## src/rtl/vis_serialiser_pkg.sv

```systemverilog
// Shared constants, byte-count helpers and FSM encoding for the visibility serialiser.
package vis_serialiser_pkg;

  localparam int unsigned VIS_WIDTH = 36;
  localparam logic [7:0]  HDR_SYNC0 = 8'hA5;
  localparam logic [7:0]  HDR_SYNC1 = 8'h5A;
  localparam int unsigned HDR_BYTES = 4;

  typedef enum logic [1:0] {
    StIdle,
    StHdr,
    StData
  } state_e;

  function automatic int unsigned vbytes(input int unsigned width);
    return (width + 7) / 8;
  endfunction

  function automatic int unsigned pbytes(input int unsigned width);
    return 2 * vbytes(width);
  endfunction

endpackage

```

## src/rtl/vis_serialiser_if.sv

```systemverilog
// Input pair handshake and output byte stream of the visibility serialiser.
interface vis_serialiser_if
  import vis_serialiser_pkg::*;
#(
  parameter int unsigned WIDTH = VIS_WIDTH
);
  logic             s_valid_i;
  logic             s_ready_o;
  logic             s_last_i;
  logic [WIDTH-1:0] revis_i;
  logic [WIDTH-1:0] imvis_i;
  logic             m_tvalid_o;
  logic             m_tready_i;
  logic             m_tlast_o;
  logic [7:0]       m_tdata_o;

  modport slave (
    input  s_valid_i, s_last_i, revis_i, imvis_i, m_tready_i,
    output s_ready_o, m_tvalid_o, m_tlast_o, m_tdata_o
  );

  modport master (
    output s_valid_i, s_last_i, revis_i, imvis_i, m_tready_i,
    input  s_ready_o, m_tvalid_o, m_tlast_o, m_tdata_o
  );
endinterface

```

## src/rtl/vis_fifo.sv

```systemverilog
// Synchronous first-word fall-through FIFO with full/empty flags and occupancy count.
module vis_fifo #(
  parameter int unsigned W     = 73,
  parameter int unsigned DEPTH = 16,
  parameter int unsigned ABITS = 4
) (
  input  logic           clk,
  input  logic           rst,
  input  logic           push,
  input  logic [W-1:0]   wdata,
  input  logic           pop,
  output logic [W-1:0]   rdata,
  output logic           full,
  output logic           empty,
  output logic [ABITS:0] level
);
  logic [W-1:0]     mem [DEPTH];
  logic [ABITS-1:0] wr_ptr_q, rd_ptr_q;
  logic [ABITS:0]   level_q;
  logic             do_push, do_pop;

  assign full    = (level_q == (ABITS+1)'(DEPTH));
  assign empty   = (level_q == '0);
  assign do_push = push && !full;
  assign do_pop  = pop && !empty;
  assign rdata   = mem[rd_ptr_q];
  assign level   = level_q;

  always_ff @(posedge clk) begin
    if (rst) begin
      wr_ptr_q <= '0;
      rd_ptr_q <= '0;
      level_q  <= '0;
    end else begin
      if (do_push) wr_ptr_q <= wr_ptr_q + 1'b1;
      if (do_pop)  rd_ptr_q <= rd_ptr_q + 1'b1;
      case ({do_push, do_pop})
        2'b10:   level_q <= level_q + 1'b1;
        2'b01:   level_q <= level_q - 1'b1;
        default: level_q <= level_q;
      endcase
    end
  end

  // Storage needs no reset: pointers and level define what is valid.
  always_ff @(posedge clk) begin
    if (do_push) mem[wr_ptr_q] <= wdata;
  end
endmodule

```

## src/rtl/vis_serialiser.sv

```systemverilog
// Buffers (real, imag) visibility pairs and streams them out as little-endian bytes.
// Define VIS_SERIALISER_HEADER_EN to prefix each frame with a 4-byte sync/frame-count header.
module vis_serialiser
  import vis_serialiser_pkg::*;
#(
  parameter int unsigned WIDTH = VIS_WIDTH,
  parameter int unsigned DEPTH = 16,
  parameter int unsigned ABITS = 4
) (
  input  logic           clock_i,
  input  logic           reset_i,
  vis_serialiser_if.slave bus,
  output logic [ABITS:0] level_o
);
  localparam int unsigned VB = vbytes(WIDTH);
  localparam int unsigned PB = pbytes(WIDTH);
  localparam int unsigned FW = 2 * WIDTH + 1;
  localparam int unsigned CW = ($clog2(PB) < 2) ? 2 : $clog2(PB);
  localparam logic [CW-1:0] CntLast = CW'(PB - 1);
`ifdef VIS_SERIALISER_HEADER_EN
  localparam bit HdrEn = 1'b1;
`else
  localparam bit HdrEn = 1'b0;
`endif

  state_e            state_q, state_d;
  logic [CW-1:0]     cnt_q, cnt_d;
  logic [PB*8-1:0]   shreg_q, shreg_d;
  logic              last_q, last_d;
  logic              load, tvalid, tlast;
  logic [7:0]        tdata;
  logic [FW-1:0]     fifo_rdata;
  logic              fifo_full, fifo_empty;
  logic [VB*8-1:0]   re_ext, im_ext;

  vis_fifo #(
    .W     (FW),
    .DEPTH (DEPTH),
    .ABITS (ABITS)
  ) u_fifo (
    .clk   (clock_i),
    .rst   (reset_i),
    .push  (bus.s_valid_i),
    .wdata ({bus.s_last_i, bus.imvis_i, bus.revis_i}),
    .pop   (load),
    .rdata (fifo_rdata),
    .full  (fifo_full),
    .empty (fifo_empty),
    .level (level_o)
  );

  always_comb begin
    re_ext = '0;
    im_ext = '0;
    re_ext[WIDTH-1:0] = fifo_rdata[WIDTH-1:0];
    im_ext[WIDTH-1:0] = fifo_rdata[2*WIDTH-1:WIDTH];
  end

`ifdef VIS_SERIALISER_HEADER_EN
  logic [15:0] frame_q;

  always_ff @(posedge clock_i) begin
    if (reset_i) begin
      frame_q <= '0;
    end else if (tvalid && bus.m_tready_i && tlast) begin
      frame_q <= frame_q + 16'd1;
    end
  end
`endif

  always_comb begin
    state_d = state_q;
    cnt_d   = cnt_q;
    shreg_d = shreg_q;
    last_d  = last_q;
    load    = 1'b0;
    tvalid  = 1'b0;
    tdata   = 8'h00;
    tlast   = 1'b0;
    unique case (state_q)
      StIdle: begin
        if (!fifo_empty) begin
          load    = 1'b1;
          state_d = (HdrEn && last_q) ? StHdr : StData;
        end
      end
`ifdef VIS_SERIALISER_HEADER_EN
      StHdr: begin
        tvalid = 1'b1;
        case (cnt_q[1:0])
          2'd0:    tdata = HDR_SYNC0;
          2'd1:    tdata = HDR_SYNC1;
          2'd2:    tdata = frame_q[7:0];
          default: tdata = frame_q[15:8];
        endcase
        if (bus.m_tready_i) begin
          if (cnt_q == CW'(HDR_BYTES - 1)) begin
            cnt_d   = '0;
            state_d = StData;
          end else begin
            cnt_d = cnt_q + 1'b1;
          end
        end
      end
`endif
      StData: begin
        tvalid = 1'b1;
        tdata  = shreg_q[7:0];
        tlast  = last_q && (cnt_q == CntLast);
        if (bus.m_tready_i) begin
          if (cnt_q == CntLast) begin
            cnt_d = '0;
            // Reload in the same cycle so back-to-back pairs have no bubble.
            if (!fifo_empty) begin
              load    = 1'b1;
              state_d = (HdrEn && last_q) ? StHdr : StData;
            end else begin
              state_d = StIdle;
            end
          end else begin
            shreg_d = shreg_q >> 8;
            cnt_d   = cnt_q + 1'b1;
          end
        end
      end
      default: state_d = StIdle;
    endcase
    if (load) begin
      shreg_d = {im_ext, re_ext};
      last_d  = fifo_rdata[FW-1];
    end
  end

  // last_q also means "next pair opens a frame", hence it resets high.
  always_ff @(posedge clock_i) begin
    if (reset_i) begin
      state_q <= StIdle;
      cnt_q   <= '0;
      shreg_q <= '0;
      last_q  <= 1'b1;
    end else begin
      state_q <= state_d;
      cnt_q   <= cnt_d;
      shreg_q <= shreg_d;
      last_q  <= last_d;
    end
  end

  assign bus.s_ready_o  = !fifo_full;
  assign bus.m_tvalid_o = tvalid;
  assign bus.m_tdata_o  = tdata;
  assign bus.m_tlast_o  = tlast;
endmodule

```

## src/flat_wrapper.sv

```systemverilog
// flat-port wrapper written by rule: the top's interface ports become plain ports
module vis_serialiser_flat import vis_serialiser_pkg::*;
#(
  parameter int unsigned WIDTH = VIS_WIDTH,
  parameter int unsigned DEPTH = 16,
  parameter int unsigned ABITS = 4
)
  (clock_i, reset_i, level_o, bus_s_valid_i, bus_s_last_i, bus_revis_i, bus_imvis_i, bus_m_tready_i, bus_s_ready_o, bus_m_tvalid_o, bus_m_tlast_o, bus_m_tdata_o);
  vis_serialiser_if #(.WIDTH(WIDTH)) bus_i ();
  input  logic clock_i;
  input  logic reset_i;
  output logic [ABITS:0] level_o;
  input wire logic [$bits(bus_i.s_valid_i)-1:0] bus_s_valid_i;
  input wire logic [$bits(bus_i.s_last_i)-1:0] bus_s_last_i;
  input wire logic [$bits(bus_i.revis_i)-1:0] bus_revis_i;
  input wire logic [$bits(bus_i.imvis_i)-1:0] bus_imvis_i;
  input wire logic [$bits(bus_i.m_tready_i)-1:0] bus_m_tready_i;
  output wire logic [$bits(bus_i.s_ready_o)-1:0] bus_s_ready_o;
  output wire logic [$bits(bus_i.m_tvalid_o)-1:0] bus_m_tvalid_o;
  output wire logic [$bits(bus_i.m_tlast_o)-1:0] bus_m_tlast_o;
  output wire logic [$bits(bus_i.m_tdata_o)-1:0] bus_m_tdata_o;
  assign bus_i.s_valid_i = bus_s_valid_i;
  assign bus_i.s_last_i = bus_s_last_i;
  assign bus_i.revis_i = bus_revis_i;
  assign bus_i.imvis_i = bus_imvis_i;
  assign bus_i.m_tready_i = bus_m_tready_i;
  assign bus_s_ready_o = bus_i.s_ready_o;
  assign bus_m_tvalid_o = bus_i.m_tvalid_o;
  assign bus_m_tlast_o = bus_i.m_tlast_o;
  assign bus_m_tdata_o = bus_i.m_tdata_o;
  vis_serialiser #(.WIDTH(WIDTH), .DEPTH(DEPTH), .ABITS(ABITS)) u_core (.clock_i(clock_i), .reset_i(reset_i), .bus(bus_i), .level_o(level_o));
endmodule
```

## config.mk

```make
export PLATFORM = sky130hd
export DESIGN_NAME = vis_serialiser_flat
export DESIGN_NICKNAME = d
export VERILOG_FILES = /design/src/rtl/vis_serialiser_pkg.sv /design/src/rtl/vis_serialiser_if.sv /design/src/rtl/vis_fifo.sv /design/src/rtl/vis_serialiser.sv /design/src/flat_wrapper.sv
export SDC_FILE = /design/constraint.sdc
export NUM_CORES = 1
export LEC_CHECK = 0
export BUFFER_PORTS_ARGS = -buffer_cell sky130_fd_sc_hd__buf_4
export CORE_UTILIZATION = 40
export DETAILED_ROUTE_END_ITERATION = 8
export PLACE_DENSITY_LB_ADDON = 0.15
export SLEW_MARGIN = 20
export SYNTH_ARGS = -nofsm -noshare
export SYNTH_HDL_FRONTEND = slang
export SYNTH_SLANG_ARGS = --single-unit
export TNS_END_PERCENT = 20
```

## constraint.sdc

```tcl
create_clock -name clock_i -period 7.65 [get_ports clock_i]
set_input_delay 0.765 -clock clock_i [delete_from_list [all_inputs] [get_ports clock_i]]
set_output_delay 0.765 -clock clock_i [all_outputs]
set_load 0.05 [all_outputs]
```

* Yosys cells after proc, flatten, opt, wreduce, memory -nomap -nowiden
Memory sizes are Yosys's and may differ from the RTL's. A register that Yosys moved wholly into a read port is not among the register bits.
Index checks and enable logic that the tools add are counted.
** Operators by class
- Bitwise logic cells :: 1
- $add $sub $neg :: 5
- Eq/ne operators :: 9
- Muxes and demuxes :: 22
- Reductions and logical operators :: 15
** Operator list (count)
- $mux W76 :: 4
- $add A4 B1 Y4 const B :: 3
- $mux W4 :: 3
- $pmux W5 S2 :: 1
- $reduce_and A3 Y1 :: 3
- $mux W2 :: 4
- $mux W8 :: 1
- $mux W1 :: 7
- $ne A2 B2 Y1 const B :: 3
- $reduce_bool A2 Y1 :: 3
- $add A5 B1 Y5 const B :: 1
- $eq A5 B5 Y1 const B :: 1
- $logic_not A5 Y1 :: 1
- $sub A5 B1 Y5 const B :: 1
- $eq A2 B2 Y1 const B :: 2
- $eq A4 B4 Y1 const B :: 1
- $pmux W2 S2 :: 1
- $logic_and A1 B1 Y1 :: 3
- $eq A2 B1 Y1 const B :: 1
- $logic_not A1 Y1 :: 2
- $logic_not A2 Y1 :: 1
- $ne A2 B1 Y1 const B :: 1
- $pmux W1 S2 :: 1
- $reduce_and A2 Y1 :: 1
- other kinds (2) :: 2
** Word-level totals
- Bits of input ports :: 77
- Output and inout bits :: 16
- Memories kept :: 1
- Logic and storage cells :: 61
- Bits in writable memories :: 1168
- Flip-flop bits (word level) :: 96
** Memory list
- u_core.u_fifo.mem :: depth 16, bits a word 73, rd ports 1, clocked after Yosys merged registers in 1, wr ports 1, RTL line vis_fifo.sv:17 : logic [W-1:0] mem [DEPTH];

* Longest topological paths before layout
Gate-level depths: netlist (run 1).
- Word-level depth :: 8
- Depth in mapped cells :: 13
- Gate-level depth less buffers :: 11

* Cells and area by module
Synthesis (run 1) repeated with hierarchy kept, for this count alone.
** Unflattened totals
- Cell total of the unflattened synthesis :: 2437
- Area, all modules :: 49480.0 sq um
** By module, submodules not included
- vis_fifo :: area each 44597.8 sq um, cells an instance 1911, seq. area each 35414.0 sq um, instances 1
- vis_serialiser :: area each 4882.2 sq um, cells an instance 526, seq. area each 1641.6 sq um, instances 1

* Worst setup path before layout (run 1)
Ideal clock, no wire load.
- Path type :: reg-to-reg
- Start point :: register u_core.u_fifo.level_q[2], in the netlist u_core.u_fifo.level[2]
- End point :: memory u_core.u_fifo.mem[3][0], enable pin
- Cell stages (with the launch flop) :: 6
- Buffers on the path :: 1
- Required time :: 7.057 ns
- Clock period less this slack :: 7.297 ns
- Slack :: 0.353 ns
- Arrival :: 6.704 ns
- Library setup time :: 0.593 ns
- Path through :: dfxtp_1 > clkbuf_1 > nor4_1 > a21oi_1 > nand2_1 > nor3_1
** Between the ends
- Word-level cells in the longest chain between the ends :: 5
** Ends and longest elaborated chain
- from (decl) :: RTL line vis_fifo.sv:19 : logic [ABITS:0] level_q;
- from (signal assigned) :: RTL line vis_fifo.sv:38 : 2'b10: level_q <= level_q + 1'b1;
- from (signal assigned) :: RTL line vis_fifo.sv:39 : 2'b01: level_q <= level_q - 1'b1;
- from (signal assigned) :: RTL line vis_fifo.sv:40 : default: level_q <= level_q;
- $eq A5 B5 Y1 :: RTL line vis_fifo.sv:22 : assign full = (level_q == (ABITS+1)'(DEPTH));
- $logic_not A1 Y1 :: RTL line vis_fifo.sv:24 : assign do_push = push && !full;
- $logic_and A1 B1 Y1 :: RTL line vis_fifo.sv:24
- $mux W1 :: RTL line vis_fifo.sv:47 : if (do_push) mem[wr_ptr_q] <= wdata;
- $mux W1 (not written as such) :: RTL line vis_fifo.sv:47
- to (decl) :: RTL line vis_fifo.sv:17
Every way passes these cells.

* Worst setup path in the final report (run 1)
- Start point :: register u_core.u_fifo.level_q[1], in the netlist u_core.u_fifo.level[1]
- End point :: register u_core.u_fifo.level_q[4], in the netlist u_core.u_fifo.level[4]
** Between the ends
- Word-level cells in the longest chain between the ends :: 8
- Elaborated cells on any way between the ends :: 16
- Classes of those cells :: 2 x add/sub; 3 x eq/ne; 5 x mux; 6 x reduce/logical
** Ends and longest elaborated chain
- $logic_not A5 Y1 :: RTL line vis_fifo.sv:23 : assign empty = (level_q == '0);
- $mux W1 :: RTL line vis_serialiser.sv:82, vis_serialiser.sv:114
- $mux W1 :: RTL line vis_serialiser.sv:111 : if (cnt_q == CntLast) begin
- $mux W1 :: RTL line vis_serialiser.sv:110 : if (bus.m_tready_i) begin
- $pmux W1 S2 :: RTL line vis_serialiser.sv:80 : unique case (state_q)
- $logic_and A1 B1 Y1 :: RTL line vis_fifo.sv:25 : assign do_pop = pop && !empty;
- $eq A2 B1 Y1 or $eq A2 B2 Y1 (tied branches) :: RTL line vis_fifo.sv:37 : case ({do_push, do_pop})
- $pmux W5 S2 or $reduce_bool A2 Y1 (tied branches)
Several ways; a longest one is shown, not always the timed one.
A chain may end at the register's enable or synchronous reset.

==> results of run 1 <==
synth_stat cells, types with 6 or more instances:
| library cell | count |
|---|---|
| buf_1 | 12 |
| nor3_1 | 10 |
| ha_1 | 7 |
| edfxtp_1 | 1168 |
| buf_4 | 9 |
| nor2_1 | 99 |
| and2_1 | 8 |
| a21o_1 | 11 |
| a211oi_1 | 64 |
| dfxtp_1 | 99 |
| a21oi_1 | 10 |
| mux4_2 | 365 |
| nor4b_1 | 7 |
| xor2_1 | 6 |
| mux2i_1 | 69 |
| clkbuf_1 | 54 |
| nand2_1 | 11 |
| buf_2 | 39 |
| inv_1 | 6 |
| buf_6 | 8 |
metrics by stage:
stage                 util  hold slack [ns]  cells  area [sq um]  total power [mW]
detailed placement  0.4256           0.4880   3731         50990             11.69
CTS                 0.4608           0.2726   3980         55210             17.93
finish              0.4608           0.3279   3983         55210             17.68
global route        0.4608           0.2951   3980         55210             18.38
floorplan                -           0.4284   2106         48270             10.70
global placement    0.4256           0.4827   3731         50990             11.64
power by group:
part           internal [mW]  total (mW)  switching, mW
Combinational           1.54        3.26           1.72
Sequential              7.91        8.20          0.287
Clock                   3.62        6.22           2.60
path summary, 6_finish.rpt:
check	cells past startpoint	endpoint
hold / removal	1	u_core.u_fifo.mem[2][14]$_DFFE_PP_
hold reg to reg	2	u_core.u_fifo.rd_ptr_q[1]$_SDFFE_PP0P_
setup reg to reg	11	u_core.u_fifo.level[4]$_SDFFE_PP0P_
setup / recovery	11	u_core.u_fifo.level[4]$_SDFFE_PP0P_
sequential cells by signal (all words and copies together), names as in the netlist, named ones only:
register,cells
u_core.u_fifo.level,5
u_core.u_fifo.mem,1168
u_core.cnt_q,4
u_core.state_q,1
u_core.u_fifo.rd_ptr_q,4
u_core.u_fifo.wr_ptr_q,4
u_core.shreg_q,76
u_core.last_q,1
cell families (layout without fill, tap and decap cells):
family,count (synthesis),count (layout)
flip-flops,1267,1267
buffers and inverters,129,391
multiplexers,437,437
AO/OA/AOI/OAI,96,96
XOR/XNOR,11,11
adder cells (fa/ha/maj),7,7
other,0,3
AND/OR/NAND/NOR,159,159
worst max-delay path, stage by stage (launching register included):
cell	delay, ns
dfxtp_1	0.41
or4_4	0.60
o21ai_4	0.14
buf_4	0.55
inv_2	0.34
ha_1	0.39
xor2_1	0.19
ha_1	0.22
a311oi_1	0.39
o32ai_1	0.16
nor3b_1	0.18
mux2_2	0.27
layout by cell type (no fill, tap or decap), types with 3 or more instances in the layout:
cell          n
a21o_1       11
buf_12       12
nand2_1      11
bufinv_16     6
dfxtp_4       4
nor4b_1       7
xor2_1        6
and2_1        8
a211oi_1     64
clkbuf_1     43
inv_6         6
o21ai_0       4
inv_1         6
diode_2       3
clkbuf_8      5
clkinv_8      3
clkbuf_16   140
nor3_1        6
mux4_2      365
a21oi_1      10
ha_1          7
nor3_2        4
mux2i_1      69
nor2b_1       5
xnor2_1       5
clkinv_1     25
clkinv_2     19
edfxtp_1   1168
nor3b_1       4
nor2_1       86
buf_4       123
dfxtp_1      95
nor2_4       13
cell type report:
type | count | area share
clock buffers | 188 | 0.06762
repair buffers | 135 | 0.02107
clock inverters | 61 | 0.008792
multi-input cells | 710 | 0.1940
flip-flops and latches | 1267 | 0.6714
inverters | 7 | 0.0004759
diodes | 3 | 0.0001360
well taps | 1612 | 0.03653
metal layers:
layer,up-vias,part of all wire,track usage
met5,-,0.00055,0
met2,453,0.49,0.3009
met1,12050,0.45,0.2653
met4,8,0.018,0.04690
li1,9268,-,-
met3,154,0.041,0.02971
==> metrics.md, run 1 <==
| Metric | Value |
|---|---|
| Routed WL | `111500 um` |
| Cell Rows | `roughly 130` |
| Fmax | `0.2511 GHz` |
| Synth Area in Adders | `0.001815` |
| Maximum vdd drop | `approximately 0.27 mV` |
| Worst-Margin Slew | `approximately 1 ns` |
| Root Driver | `clkbuf_16` |
| Fin Clk Skew | `0.01793 ns` |
| CP Data Arrival Time | `4.59 ns` |
| Worst Hold Launch | `bus_revis_i[14]` |
| Total track usage | `0.1864` |
| Die height | `about 350 um` |
| Final Cycle Share | `0.5205` |
| Main combinational cell family by area after synthesis | `multiplexers` |
| CP startpoint | `u_core.u_fifo.level[1]$_SDFFE_PP0P_` |
| Xor/xnor share of the synthesized area | `0.001996` |
| HP Class | `in2reg` |
| RePlAce Congestion | `~0.74` |
| Mean Syn Cell Area | `22.92 sq um` |
| Pre-antenna DRT Iters | `5` |
| Post-synth ARST share | `0` |
| Syn-to-layout area delta | `14.39%` |
| Setup bufs post-CTS | `0` |
| Number of global-route vias before repair | `23350` |
| PD cells | `approximately 320 nW/um^2` |
| Reg area | `about 37000 sq um` |
| CTS resizes | `0` |
| Required @ worst endpoint | `8.26 ns` |
| DP HPWL | `about 57000 um` |
| Mux share of post-synthesis cell area | `0.1854` |
| Fin nets | `2341` |
| Crit. End Element | `register` |
| Yosys warnings | `0` |
| Yosys top cell by area | `edfxtp_1` |
| Final Worst Setup Slack | `3.668 ns` |
| Total gr overflow | `0` |
| Yosys reg bits | `1267` |
| Max-slew violation count | `0` |
| # setup viols final | `0` |
| Later-pin clock latency in the skew report | `0.73 ns` |
| Port Buffers | `92` |
| Synth Flop Type | `edfxtp_1` |
| Max Cap Viol | `0` |
| Synth area leaders | `edfxtp_1 (73%), mux4_2 (17%), dfxtp_1 (4.1%)` |
| Routed WL per cell | `27.99 um` |
| EDFF count, synth | `1168` |
| Max-slew headroom at the worst pin | `0.3191` |
| Synth Area in Simple Gates | `0.01571` |
| Clock-pin transition on the worst setup and hold timing paths | `0.05 ns` |
| Multi-input logic area | `roughly 11000 sq um` |
| Share of cells above drive strength 1 | `0.3003` |
| Netlist Area Pre-Place | `48270 sq um` |
| DP Worst Slack | `3.436 ns` |
| Top Ports | `93` |
| RSZ-0062 raised after global routing | `false` |
| DRC viols | `0` |
| DIE AREA | `122100 sq um` |
| Area of the core | `119800 sq um` |
| Leak | `16.89 nW` |
| Iter 0 DRT Violations | `1580` |
| Critical path type | `reg2reg` |
| Syn Inst Count | `2106` |
| Max FO, Critical Path | `59` |
| Post-route ant nets | `0` |
| Antenna violations before repair | `7` |
| Fin Setup TNS | `0 ns` |
| Setup crit start kind | `register` |
| Status | `finished clean` |
| Routed via count | `21930` |
| Vias per std cell | `between 5 and 6` |
| Fill count | `9981` |
| Largest buffer count on any clock path | `3` |
| # clock sinks | `1267` |
| H-tree depth | `4` |
| Post-synthesis compound-gate area fraction | `0.01441` |
| RR Startpoint | `u_core.u_fifo.level[1]$_SDFFE_PP0P_` |
| Post-layout minimum cycle time | `3.982 ns` |
| CTS tree | `built` |
| First-pass GRT wire length | `164100 um` |
| Largest net degree at the start of global routing | `133` |
| Starting Density | `0.4029` |
| Synth top area share | `0.7267` |
| Sequential element share of the synthesized area | `0.7677` |
| R2R Setup Slk | `3.67 ns` |
| Final hold vios | `0` |
| Chip width | `349.4 um` |
| Syn_nets | `2190` |
| Netlist cell types | `45` |
| CTS Hold Buffers Added | `0` |
| Num CTS Buffers | `136` |
No activity file was read; power rests on OpenSTA's default activity.
==> run 2, diff against run 1 <==
- clock period: 7.65 -> 3.6 ns (I/O delays scaled with it)
==> run 2 against run 1 <==
  * Clock skew increased by 0.0058 ns
  * Largest cell class unchanged
  * Cell area increased by 2.5%
  * Critical path type unchanged
  * Via count increased by 2.3%
==> metrics.md, run 2 (synthesized netlist as in run 1, its figures left out) <==
| Metric | Value |
|---|---|
| Critical path type | `reg2reg` |
| DP Worst Slack | `a little over 0.5 ns` |
| Core Util, Final | `0.4723` |
| # setup viols final | `0` |
| Final Cycle Share | `0.8791` |
| CP max stage delay | `a little under 0.4 ns` |
| Post-layout minimum cycle time | `3.165 ns` |
| DRC viols | `0` |
| Cell Rows | `127` |
| Final instance area | `56590 sq um` |
| Routed WL per cell | `27.97 um` |
| RSZ-0062 raised after global routing | `false` |
| Top reg by flops | `u_core.u_fifo.mem` |
| Share of cells above drive strength 1 | `0.3017` |
| Status | `finished clean` |
| Largest net degree at the start of global routing | `between 70 and 80` |
| Total gr overflow | `0` |
| Syn-to-layout area delta | `17.24%` |
| # clock sinks | `1267` |
| Leak | `between 15 and 20 nW` |
| Root Driver | `clkbuf_16` |
| Fin Setup TNS | `0 ns` |
| Max FO, Critical Path | `16` |
| PD cells | `668.2 nW/um^2` |
| HP Class | `in2reg` |
| Bufs and invs on worst path | `1` |
| Most frequent cells in the layout | `edfxtp_1 (1168), mux4_2 (365), clkbuf_16 (142)` |
| Max-slew headroom at the worst pin | `0.3318` |
| Post-route ant nets | `0` |
| DP HPWL | `60220 um` |
| RePlAce Congestion | `0.7435` |
| Maximum vdd drop | `0.5215 mV` |
| Required @ worst endpoint | `4.21 ns` |
| First-pass GRT wire length | `166800 um` |
| Tot Pwr | `37.81 mW` |
| Pre-antenna DRT Iters | `7` |
| Final hold vios | `0` |
| Vias per std cell | `5.504` |
| H-tree depth | `4` |
| Most frequent CP cell | `ha_1` |
| Fmax | `0.3160 GHz` |
| Cells after DPL | `around 3800` |
| Port Buffers | `92` |
| Top delay family on crit path | `compound AO/OA/AOI/OAI gates` |
| Largest buffer count on any clock path | `3` |
| Worst-Margin Slew | `~1 ns` |
| Slowest stage cell, crit path | `and4bb_2` |
| Later-pin clock latency in the skew report | `0.74 ns` |
| Non-filler instance count after layout | `4077` |
| Routed via count | `~22000` |
| CP Data Arrival Time | `3.78 ns` |
| Antenna violations before repair | `7` |
| Num CTS Buffers | `136` |
| Die height | `around 350 um` |
| Iter 0 DRT Violations | `1904` |
| Largest register FFs | `between 1000 and 1500` |
| Number of global-route vias before repair | `23520` |
| Total track usage | `0.1906` |
| Max Cap Viol | `0` |
| Top Ports | `93` |
| Final Worst Setup Slack | `0.4353 ns` |
| Starting Density | `0.4029` |
| Max-slew violation count | `0` |
| Fin Clk Skew | `0.02368 ns` |
| WHS | `~0.16 ns` |
| CP Cell Sequence | `and4bb_2 > a21bo_2 > o21ai_4 > inv_2 > ha_1 > xor2_1 > ha_1 > a311oi_1 > o32ai_1 > nor3b_1 > mux2_2` |
| Setup crit start kind | `register` |
| Placed cell area | `between 50000 and 60000 sq um` |
| CTS resizes | `0` |
| Fin nets | `between 2000 and 2500` |
| Area of the core | `~120000 sq um` |
| DIE AREA | `122100 sq um` |
| Most common cell after layout, fill and taps aside | `edfxtp_1` |
| Clock-pin transition on the worst setup and hold timing paths | `0.06 ns` |
| CTS tree | `built` |
| Crit. End Element | `register` |
| Routed WL | `114000 um` |
| Chip width | `approximately 350 um` |
[run 2: repair_timing]
item / in CTS / in global routing
hold buffers: 74 / 0
buffers inserted: 0 / 0
setup endpoints to repair: 0 / 0
hold endpoints to repair: 1170 / 0
[run 2: layer usage]
metal / vias to the layer above / global-route usage / share of wire
met5: - / 0 / 0.00046
met4: 8 / 0.04807 / 0.017
met3: 155 / 0.02977 / 0.040
met2: 499 / 0.3017 / 0.48
met1: 12300 / 0.2770 / 0.46
li1: 9481 / - / -
[run 2: worst paths after layout]
check                                          from                                     end  slack, ns  depth (start not counted)
min                                         reset_i  u_core.u_fifo.wr_ptr_q[2]$_SDFFE_PP0P_       0.16                          2
min reg2reg  u_core.u_fifo.rd_ptr_q[1]$_SDFFE_PP0P_                                register       0.50                          2
max                    u_core.cnt_q[1]$_SDFFE_PP0P_     u_core.u_fifo.level[4]$_SDFFE_PP0P_       0.44                         11
max reg2reg            u_core.cnt_q[1]$_SDFFE_PP0P_     u_core.u_fifo.level[4]$_SDFFE_PP0P_       0.44                         11
[run 2: cell type report]
| type | instances | area (sq um) |
|---|---|---|
| clock inverter | 69 | 516.7 |
| sequential | 1267 | 37080 |
| clock buffer | 173 | 3690 |
| inverter | 7 | 26.28 |
| multi-input combinational | 710 | 10740 |
| timing repair buffer | 237 | 2515 |
| fill | 9895 | 63230 |
| antenna | 2 | 5.005 |
| tap | 1612 | 2017 |
[run 2: power breakdown]
part	switching (mW)	internal, mW
Combinational	3.81	3.49
Sequential	0.503	16.8
Clock	5.54	7.66
Total	9.85	28.0
